[src/rtl/fetch_pkg.sv]
// fetch_pkg: types and default constants shared across the Fetch stage.
//   pc_state_t   - PC generator FSM state (BOOT, RUN, HALT)
//   PC_RESET_VEC - default PC loaded at reset
//   PC_EXC_VEC   - default PC loaded on an exception
package fetch_pkg;

    typedef enum logic [1:0] {
        BOOT = 2'd0,
        RUN  = 2'd1,
        HALT = 2'd2
    } pc_state_t;

    localparam logic [31:0] PC_RESET_VEC = 32'h0000_0000;
    localparam logic [31:0] PC_EXC_VEC   = 32'h0000_0080;

endpackage

[src/rtl/pc_ras.sv]
// pc_ras: circular return-address stack (LIFO) of DEPTH x WIDTH entries.
// Ports:
//   clk, rst          - clock, async active-high reset (clears pointer/count)
//   push, push_data   - push an address; when full the oldest entry is lost
//   pop               - pop the top entry (ignored while empty)
//   top               - current top-of-stack entry
//   empty, full       - occupancy flags
module pc_ras #(
    parameter int WIDTH = 32,
    parameter int DEPTH = 4
) (
    input  logic             clk,
    input  logic             rst,
    input  logic             push,
    input  logic [WIDTH-1:0] push_data,
    input  logic             pop,
    output logic [WIDTH-1:0] top,
    output logic             empty,
    output logic             full
);

    localparam int PW = $clog2(DEPTH);
    localparam int CW = $clog2(DEPTH + 1);

    logic [WIDTH-1:0] mem [DEPTH];
    logic [PW-1:0]    ptr;      // next slot to write
    logic [CW-1:0]    cnt;
    logic [PW-1:0]    top_idx;
    logic             do_pop;

    assign top_idx = ptr - PW'(1);
    assign top     = mem[top_idx];
    assign empty   = (cnt == '0);
    assign full    = (cnt == CW'(DEPTH));
    assign do_pop  = pop && !empty;

    // The pointer wraps freely, so a push while full simply overwrites the
    // oldest slot; the count saturates at DEPTH.
    always_ff @(posedge clk or posedge rst) begin
        if (rst) begin
            ptr <= '0;
            cnt <= '0;
        end else if (push && do_pop) begin
            // replace top in place: pointer and count unchanged
        end else if (push) begin
            ptr <= ptr + PW'(1);
            if (!full) cnt <= cnt + CW'(1);
        end else if (do_pop) begin
            ptr <= ptr - PW'(1);
            cnt <= cnt - CW'(1);
        end
    end

    always_ff @(posedge clk) begin
        if (push) mem[do_pop ? top_idx : ptr] <= push_data;
    end

endmodule

[src/rtl/pc_gen.sv]
// pc_gen: Fetch-stage program-counter generator.
// Selects the next fetch address each cycle (exception, redirect, RAS pop,
// hold, sequential increment) and presents it with a valid/ready handshake.
// Optional feature: define PC_GEN_RAS_EN to build the return-address stack.
// Ports:
//   clk, rst                          - clock, async active-high reset
//   fetch_ready, stall                - hold pc when not consumed
//   halt_req                          - enter HALT from RUN
//   redirect_valid, redirect_target   - branch/jump (target aligned to STEP)
//   call_valid                        - redirect is a call (push pc+STEP)
//   ret_valid                         - return (pop RAS if non-empty)
//   exc_valid                         - jump to EXC_VEC
//   pc, pc_valid                      - fetch request
//   misalign                          - one-cycle pulse on misaligned redirect
//   ras_empty, ras_full               - RAS occupancy
module pc_gen
    import fetch_pkg::*;
#(
    parameter int               WIDTH     = 32,
    parameter int               STEP      = 4,
    parameter logic [WIDTH-1:0] RESET_VEC = WIDTH'(PC_RESET_VEC),
    parameter logic [WIDTH-1:0] EXC_VEC   = WIDTH'(PC_EXC_VEC),
    parameter int               RAS_DEPTH = 4
) (
    input  logic             clk,
    input  logic             rst,
    input  logic             fetch_ready,
    input  logic             stall,
    input  logic             halt_req,
    input  logic             redirect_valid,
    input  logic [WIDTH-1:0] redirect_target,
    input  logic             exc_valid,
    input  logic             call_valid,
    input  logic             ret_valid,
    output logic [WIDTH-1:0] pc,
    output logic             pc_valid,
    output logic             misalign,
    output logic             ras_empty,
    output logic             ras_full
);

    localparam logic [WIDTH-1:0] STEP_W   = WIDTH'(STEP);
    localparam logic [WIDTH-1:0] LOW_MASK = STEP_W - WIDTH'(1);

    pc_state_t        state, state_nxt;
    logic [WIDTH-1:0] pc_nxt, pc_inc, redir_pc, ras_top;
    logic             redir_mis, mis_nxt, ras_push, ras_pop;

    assign pc_inc    = pc + STEP_W;
    assign redir_pc  = redirect_target & ~LOW_MASK;
    assign redir_mis = |(redirect_target & LOW_MASK);
    assign pc_valid  = (state == RUN);

    always_comb begin
        state_nxt = state;
        pc_nxt    = pc;
        mis_nxt   = 1'b0;
        ras_push  = 1'b0;
        ras_pop   = 1'b0;
        unique case (state)
            BOOT: state_nxt = RUN;
            RUN: begin
                if (exc_valid) begin
                    pc_nxt = EXC_VEC;
                end else if (redirect_valid) begin
                    pc_nxt   = redir_pc;
                    mis_nxt  = redir_mis;
                    ras_push = call_valid;
                end else begin
                    // The halting edge still honours the normal hold/advance
                    // rules so a request consumed on that edge is not refetched.
                    if (ret_valid && !ras_empty) begin
                        pc_nxt  = ras_top;
                        ras_pop = 1'b1;
                    end else if (!stall && fetch_ready) begin
                        pc_nxt = pc_inc;
                    end
                    if (halt_req) state_nxt = HALT;
                end
            end
            HALT: begin
                if (exc_valid) begin
                    pc_nxt    = EXC_VEC;
                    state_nxt = RUN;
                end else if (redirect_valid) begin
                    pc_nxt    = redir_pc;
                    mis_nxt   = redir_mis;
                    state_nxt = RUN;
                end
            end
            default: state_nxt = BOOT;
        endcase
    end

    always_ff @(posedge clk or posedge rst) begin
        if (rst) begin
            state    <= BOOT;
            pc       <= RESET_VEC;
            misalign <= 1'b0;
        end else begin
            state    <= state_nxt;
            pc       <= pc_nxt;
            misalign <= mis_nxt;
        end
    end

`ifdef PC_GEN_RAS_EN
    pc_ras #(
        .WIDTH (WIDTH),
        .DEPTH (RAS_DEPTH)
    ) u_ras (
        .clk       (clk),
        .rst       (rst),
        .push      (ras_push),
        .push_data (pc_inc),
        .pop       (ras_pop),
        .top       (ras_top),
        .empty     (ras_empty),
        .full      (ras_full)
    );
`else
    // Empty stack forever: the return path can never be selected.
    assign ras_top   = '0;
    assign ras_empty = 1'b1;
    assign ras_full  = 1'b0;

    logic unused_ras;
    assign unused_ras = ^{ras_push, ras_pop, call_valid};
`endif

endmodule

[config.mk]
export PLATFORM = sky130hd
export DESIGN_NAME = pc_gen
export DESIGN_NICKNAME = d
export VERILOG_FILES = /design/src/rtl/fetch_pkg.sv /design/src/rtl/pc_ras.sv /design/src/rtl/pc_gen.sv
export SDC_FILE = /design/constraint.sdc
export NUM_CORES = 1
export LEC_CHECK = 0
export CAP_MARGIN = 20
export CORE_MARGIN = 2
export CORE_UTILIZATION = 45
export CTS_CLUSTER_DIAMETER = 100
export CTS_CLUSTER_SIZE = 8
export DETAILED_ROUTE_END_ITERATION = 8
export PLACE_DENSITY = 0.79
export SYNTH_ARGS = -nofsm -noshare
export SYNTH_HDL_FRONTEND = slang
export SYNTH_SLANG_ARGS = --single-unit
[constraint.sdc]
create_clock -name clk -period 3.2 [get_ports clk]
set_input_delay 0.32 -clock clk [delete_from_list [all_inputs] [get_ports clk]]
set_output_delay 0.32 -clock clk [all_outputs]
set_load 0.005 [all_outputs]
# After elaboration in Yosys (flattened, before gate mapping)
# Cells that the tools add are included.
word_totals:
  output_inout_bits: 36
  latchBits: 0
  ram_bits: 0
  mem_count: 0
  romBits: 0
  elab_cells: 34
  in_bits: 41
  ff_bits: 35
op_classes:
  n_shift: 0
  muxes: 15
  bitwise: 0
  n_reduce_logical: 8
  order_cmp: 0
  n_mul: 0
  n_eq_ne: 7
  add_sub_neg: 1
  div: 0
op_table:
  columns: ["operator", "count"]
  rows:
  - ["$mux W32", 5]
  - ["$pmux W32 S2", 1]
  - ["$add A32 B3 Y32 const B", 1]
  - ["$mux W2", 5]
  - ["$ne A2 B2 Y1 const B", 3]
  - ["$pmux W2 S3", 1]
  - ["$ne A4 B3 Y1 const B", 1]
  - ["$reduce_and A4 Y1", 1]
  - ["$reduce_or A2 Y1", 2]
  - ["$mux W1", 3]
  - ["$ne A3 B3 Y1 const B", 1]
  - ["$reduce_and A3 Y1", 1]
  - ["$eq A2 B1 Y1 const B", 1]
  - ["$eq A2 B2 Y1 const B", 1]
  - ["$logic_not A2 Y1", 1]
  - ["$reduce_bool A2 Y1", 1]
  - ["$logic_and A1 B1 Y1", 1]
  - ["$logic_not A1 Y1", 1]

# Depth between registers and ports, before layout
# Gate-level depths: netlist of the first run.
depth:
  word_depth: 6
  mapped_depth: 9
  ltp_nobuf: 7

# Least setup slack after synthesis of the first run
# No wires, ideal clock.
synth_timing:
  path_type: "flip-flop to flip-flop"
  from: "register pc[2]"
  to: "register pc[28]"
  required_ns: 3.074
  path_buffers: 1
  stages_incl_launch_ff: 8
  arrival_time_ns: 2.301
  synth_period_minus_slack_ns: 2.426
  setup_slack_ns: 0.774
  setup_ns: 0.126
  cell_sequence: "dfrtp_1 -> ha_1 -> nand3_2 -> or4_4 -> buf_6 -> or4_4 -> mux2i_1 -> a221o_1"
synth_via:
  elab_chain_len: 5
synth_rtl:
  columns: ["element", "line_no", "text"]
  rows:
  - ["from (decl)", "pc_gen.sv:35", "output logic [WIDTH-1:0] pc,"]
  - ["from (signal assigned)", "pc_gen.sv:102", "pc <= pc_nxt;"]
  - ["$add A32 B3 Y32", "pc_gen.sv:49", "assign pc_inc = pc + STEP_W;"]
  - ["$mux W32", "pc_gen.sv:75", "end else if (!stall && fetch_ready) begin"]
  - ["$mux W32", "pc_gen.sv:65", "end else if (redirect_valid) begin"]
  - ["$mux W32", "pc_gen.sv:63", "if (exc_valid) begin"]
  - ["$pmux W32 S2", "pc_gen.sv:60", "unique case (state)"]
# No other way between the ends. The select of a mux whose other input is x is not followed.
# A chain may end at the register's enable or synchronous reset.

# Final worst setup path of the first run
# Ends and elaborated chain as after synthesis.

==> results.md, run 1 <==
- Status: finished, final reports clean
- Fin crit share: approximately four fifths
- I/O Buffers: 70
- Mapped cell area: about 2300 µm²
- Die Width: between 70 and 80 µm
- Sequential power share: a little over a third
- Overflow after GRT: 0
- DR vias/cell: between 5 and 6
- First-pass GRT wire length: approximately 11000 µm
- Psw: between 0.001 and 0.0015 W
- IO Pins: 77
- Clock Skews: between 0.006 and 0.007 ns
- Mean routed wirelength per cell: ~16 µm
- RD Place Congestion: 0.896
- Setup Fix Bufs, Post-CTS: 0
- Initial DRC count: between 200 and 250
- Antenna Nets Post-Route: 0
- Synth Area per Inst: 8.10 µm²
- Layout area overhead: 38.0%
- Drt total wl: roughly 6600 µm
- Peak fanout along the critical path: 8
- CORE AREA: about 4800 µm²
- WHS: 0.423 ns
- Setup tns final: 0 ns
- 1st-pass router iterations: 4
- Crit Path Class: reg2reg
- Root Buffer: clkbuf_8
- Hold Path Class: in2async
- CTS max path bufs: 2
- Top cells by area, synth: dfrtp_1 (36%), o21ai_0 (5.3%), a21oi_1 (4.9%)
- Clock buffer count from CTS: 5
- Die area: ~5600 µm²
- Cts repair resizes: 0
- H-Tree Level Count: 2
- Least-Margin Pin Slew: roughly 0.76 ns
- Req. time, crit path: between 3 and 4 ns
- Crit. End Element: flip-flop
- Number of flops mapped to enable cells by yosys: 0
- Antenna violations before repair: 0
- P_int: approximately 0.0014 W
- TritonCTS clock tree: built
- Slew margin rel.: between 40% and 50%
- Vias in the first global route: about 2.3k
- Antenna cells: 0
- Clock Power Share: a little over an eighth
- RSZ-0062 raised after global routing: no
- Seq/Total Area, Yosys: a little over a third
- #FFs+latches synth: 33
- Cell Pwr Density: about 770 nW/µm²
- Synth cell types: 55
- Nets: 395
- Cells after Synth: 280
- Hpwl dp: about 4800 µm
- DRC Markers: 0
- Clock Latency Late Sink: around 0.29 ns
- Top cell type's share of synthesized area: roughly 36%
- Switching share of power: around 42%
- # hold bufs at CTS: 0
- Leak Pwr: ~1.2 nW
- Gate power share: 51.8%
- Final setup violation count: 0
- Layout cells sized above 1: about 6%
- Synth area leader: dfrtp_1
- Largest net degree at the start of global routing: 34
- Post-synth ARST share: between 90% and 100%
- Cell Rows: 25
- Number of max-cap violations: 0
- Clock-pin transition on the worst setup and hold timing paths: 0.07 ns
- Die height: 75.0 µm
- Final Hold Fails: 0
- Fmax: between 300 and 400 MHz
- Max-slew violations: 0
- Ys Warns: 0
- Ys flop type: dfrtp_1
- DR vias: about 2.5k
- Total GRT Usage: between 20% and 30%
- CP arrival: approximately 2.7 ns
- Worst vdd ir: 0.555 mV
- Final min period: between 2 and 3 ns
- Clk sinks: 33
- Critical Path Start Type: flip-flop
- Initial core utilization: 47.4%
-- registers in the layout (all words and copies together) (netlist names) --
name and flops:
misalign 1, pc 30, state 2
-- stage by stage --
step	setup WS [ns]	cells	cell area [µm²]	total power, W	util [%]
floorplan	0.774	282	2270	0.00144	-
global placement	0.734	409	3040	0.00204	63.6
detailed placement	0.705	409	3040	0.00208	63.6
CTS	0.665	416	3130	0.00240	65.4
global route	0.550	416	3130	0.00259	65.4
finish	0.657	416	3130	0.00241	65.4
-- worst max-delay path, cell delays in order (launching register included) --
cell	delay (ns)
dfrtp_1	0.43
ha_1	0.24
nand3_2	0.19
or4_4	0.64
or4_4	0.54
mux2i_1	0.13
a221o_1	0.25
-- cells in the mapped netlist (all sizes together), types with 2 or more instances --
cell type / n
clkbuf: 11
nor2: 25
a221o: 3
nor3b: 3
o211ai: 2
o2bb2a: 2
nand4: 13
o31ai: 5
nor3: 9
buf: 7
ha: 5
inv: 12
nor4: 6
nand2b: 7
o22ai: 7
mux2i: 3
a21oi: 22
or3: 2
o21ai: 24
nand2: 19
and3: 3
conb: 2
dfrtp: 33
a22oi: 4
a211o: 2
nand3: 17
a21o: 2
a31oi: 6
a21boi: 2
or4: 3
-- final cells by class --
type,count,area (µm²)
multi-input combinational,219,1330
inverter,12,45.0
sequential,33,826
fill,428,1660
clock buffer,7,86.3
timing repair buffer,78,761
tap,67,83.8
-- worst paths after layout --
kind / start / endpoint / slack, ns / depth (start not counted)
worst max-delay path: pc[2]$_DFFE_PP0P_ / pc[28]$_DFFE_PP0P_ / 0.66 / 6
worst min-delay path: rst / pc[27]$_DFFE_PP0P_ / 0.42 / 3
worst max register to register: pc[2]$_DFFE_PP0P_ / pc[28]$_DFFE_PP0P_ / 0.66 / 6
worst min register to register: pc[29]$_DFFE_PP0P_ / pc[29]$_DFFE_PP0P_ / 0.55 / 2
max in group asynchronous: rst / pc[8]$_DFFE_PP0P_ / 2.46 / 3
min in group clk: pc[29]$_DFFE_PP0P_ / pc[29]$_DFFE_PP0P_ / 0.55 / 2
-- kinds of logic (layout without fill, tap and decap cells) --
family	count (synthesis)	after routing	synth area share [%]
compound gates	92	92	25.9
xor+xnor	1	1	0.386
fa+ha+maj	5	5	2.76
buf+inv	30	97	6.01
flops	33	33	36.4
mux	4	4	1.82
other cells	2	4	0.331
simple gates	113	113	26.3
-- metal layers --
layer	GRT usage [%]	up-vias	share of wire, %
li1	-	1183	-
met1	34.3	1201	45
met2	41.0	92	48
met3	4.95	9	5.7
met4	6.35	0	1.1
met5	0	-	0
-- cells in the final DEF (no fill, tap or decap), drive strengths merged, types with 2 or more instances in the layout --
cell	n
buf	8
nand4	13
nor3b	3
o31ai	5
a31oi	6
o22ai	7
nor2	25
inv	12
and3	3
o21ai	24
nand2	19
ha	5
mux2i	3
dfrtp	33
nand2b	7
clkdlybuf4s50	70
a221o	3
o211ai	2
or3	2
nor3	9
conb	4
clkbuf	7
or4	3
a21boi	2
o2bb2a	2
a21oi	22
a211o	2
nor4	6
nand3	17
a22oi	4
a21o	2
-- power by group through the flow --
stage	Combinational (W)	Clock [W]	Sequential (W)
after CTS	0.00125	0.000323	0.000836
final	0.00125	0.000322	0.000841
after global placement	0.00120	0	0.000836
after detailed placement	0.00124	0	0.000841
after floorplan	0.000652	0	0.000789
after global routing	0.00137	0.000340	0.000874
Note: power is estimated with default switching activity, not from simulation.
==> run 2, diff against run 1 <==
==> constraint.sdc (replaced) <==
create_clock -name clk -period 2.67 [get_ports clk]
set_input_delay 0.267 -clock clk [delete_from_list [all_inputs] [get_ports clk]]
set_output_delay 0.267 -clock clk [all_outputs]
set_load 0.005 [all_outputs]
==> run 2 against run 1 <==
Effect of this change:
- flip-flop and latch count stayed put
- die area stayed put
- maximum frequency grew 5.8%
- critical path depth unchanged
- largest cell class unchanged
- highest routed layer unchanged
==> results.md, run 2 (same netlist as run 1, synthesis figures left out) <==
- Final min period: ~2.4 ns
- Antenna Nets Post-Route: 0
- RD Place Congestion: ~0.87
- H-Tree Level Count: 2
- Die Width: 75.0 µm
- Cell Rows: 25
- Clock Skews: ~0.0069 ns
- RSZ-0062 raised after global routing: no
- Area after DPL: slightly above 3000 µm²
- Status: finished, final reports clean
- Max-slew violations: 0
- Antenna violations before repair: 0
- CP peak stage delay: approximately 0.6 ns
- CORE AREA: 4790 µm²
- Peak fanout along the critical path: 7
- Footprint of the multi-input gates: about 1300 µm²
- DR vias/cell: just under 6
- Vias in the first global route: 2319
- Nets: 400
- CP arrival: ~2.6 ns
- Fin crit share: about nine tenths
- Clk sinks: 33
- Commonest cells after routing, fill and taps aside: clkdlybuf4s50_1 (70), dfrtp_1 (33), nor2_1 (25), o21ai_0 (24), a21oi_1 (22)
- First-pass GRT wire length: approximately 11000 µm
- Most common cell after layout, fill and taps aside: clkdlybuf4s50_1
- Antenna cells: 0
- Worst vdd ir: roughly 0.68 mV
- # hold bufs at CTS: 0
- Total GRT Usage: approximately a quarter
- Crit. End Element: flip-flop
- Inst Count DP: 414
- Overflow after GRT: 0
- Least-Margin Pin Slew: between 0.6 and 0.7 ns
- Cell Pwr Density: between 900 and 1000 nW/µm²
- Most flops, register: pc
- Initial DRC count: 218
- Mean routed wirelength per cell: 15.7 µm
- Cts repair resizes: 0
- Top Registers: pc x30, state x2, misalign x1
- Crit-path slowest cell: or4_4
- Critical Path Start Type: flip-flop
- Hpwl dp: around 4800 µm
- Die height: roughly 75 µm
- IO Pins: 77
- I/O Buffers: 70
- Final Cell Area: 3180 µm²
- Final std cells w/o fill: around 420
- Root Buffer: clkbuf_8
- Largest net degree at the start of global routing: 34
- Max reg flops: 30
- Crit path top cell by count: or4_4
- Fmax: approximately 420 MHz
- Crit Path Class: reg2reg
- Req. time, crit path: about 2.8 ns
- Setup Fix Bufs, Post-CTS: 0
- Drt total wl: roughly 6600 µm
- Final setup violation count: 0
- Clock-pin transition on the worst setup and hold timing paths: around 0.07 ns
- DRC Markers: 0
- Setup tns final: 0 ns
- Leak Pwr: between 1 and 1.5 nW
- Slew margin rel.: a little over half
- DR vias: 2506
- Die area: between 5000 and 6000 µm²
- Crit path cell chain: ha_1 > nand3_2 > or4_4 > or4_4 > mux2i_1 > a221o_1
- Initial core utilization: around 47%
- Final Hold Fails: 0
- FF+latch area: 826 µm²
- Hold Path Class: in2async
- Number of max-cap violations: 0
- Filler Cells Inserted: around 420
- Clock Latency Late Sink: slightly below 0.3 ns
- Clock buffer count from CTS: 5
- Layout cells sized above 1: 7.34%
- 1st-pass router iterations: 4
- TritonCTS clock tree: built
- Layout area overhead: 40.2%
- CTS max path bufs: 2
## run 2: metal layers
layer	global-route usage (%)	wire length, µm
met5	0	0
met4	12.3	154
met3	5.22	511
met2	39.9	3080
met1	33.2	2850
## run 2: final cells by class
cell class / instances / area share [%]
multi-input combinational: 219 / 41.7
sequential: 33 / 26.0
timing repair buffer: 83 / 25.5
clock buffer: 7 / 2.72
tap: 67 / 2.64
inverter: 12 / 1.42
## run 2: power by group
group          total [W]  switching (W)  internal, W
Clock           0.000389       0.000184     0.000204
Sequential      0.000991       0.000289     0.000702
Combinational    0.00157       0.000757     0.000814
## run 2: worst max-delay path: cells and delay by family (launching register included)
kind / cells / cell delay (ns)
flip-flops: 1 / 0.43
AND/OR/NAND/NOR: 3 / 1.26
adder cells (fa/ha/maj): 1 / 0.22
AO/OA/AOI/OAI: 1 / 0.25
multiplexers: 1 / 0.13
## run 2: worst paths after layout
path                                           start                   end  slack, ns  cells after the start
worst min-delay path                             rst    misalign$_DFF_PP0_       0.37                      3
worst min register to register  state[1]$_DFFE_PP0P_  state[1]$_DFFE_PP0P_       0.56                      1
min in group clk                 redirect_target[16]    pc[16]$_DFFE_PP0P_       0.54                      3
worst max-delay path               pc[2]$_DFFE_PP0P_    pc[28]$_DFFE_PP0P_       0.27                      6
worst max register to register     pc[2]$_DFFE_PP0P_    pc[28]$_DFFE_PP0P_       0.27                      6
max in group asynchronous                        rst     pc[5]$_DFFE_PP0P_       1.99                      3
## run 2: metrics by stage
stage / hold slack, ns / worst slack (ns) / util, % / power, W
global route: 0.448 / 0.190 / 66.4 / 0.00317
finish: 0.372 / 0.266 / 66.4 / 0.00295
CTS: 0.389 / 0.274 / 66.4 / 0.00295
floorplan: 0.383 / 0.244 / - / 0.00173
detailed placement: 0.538 / 0.280 / 64.6 / 0.00255
global placement: 0.525 / 0.308 / 64.6 / 0.00250
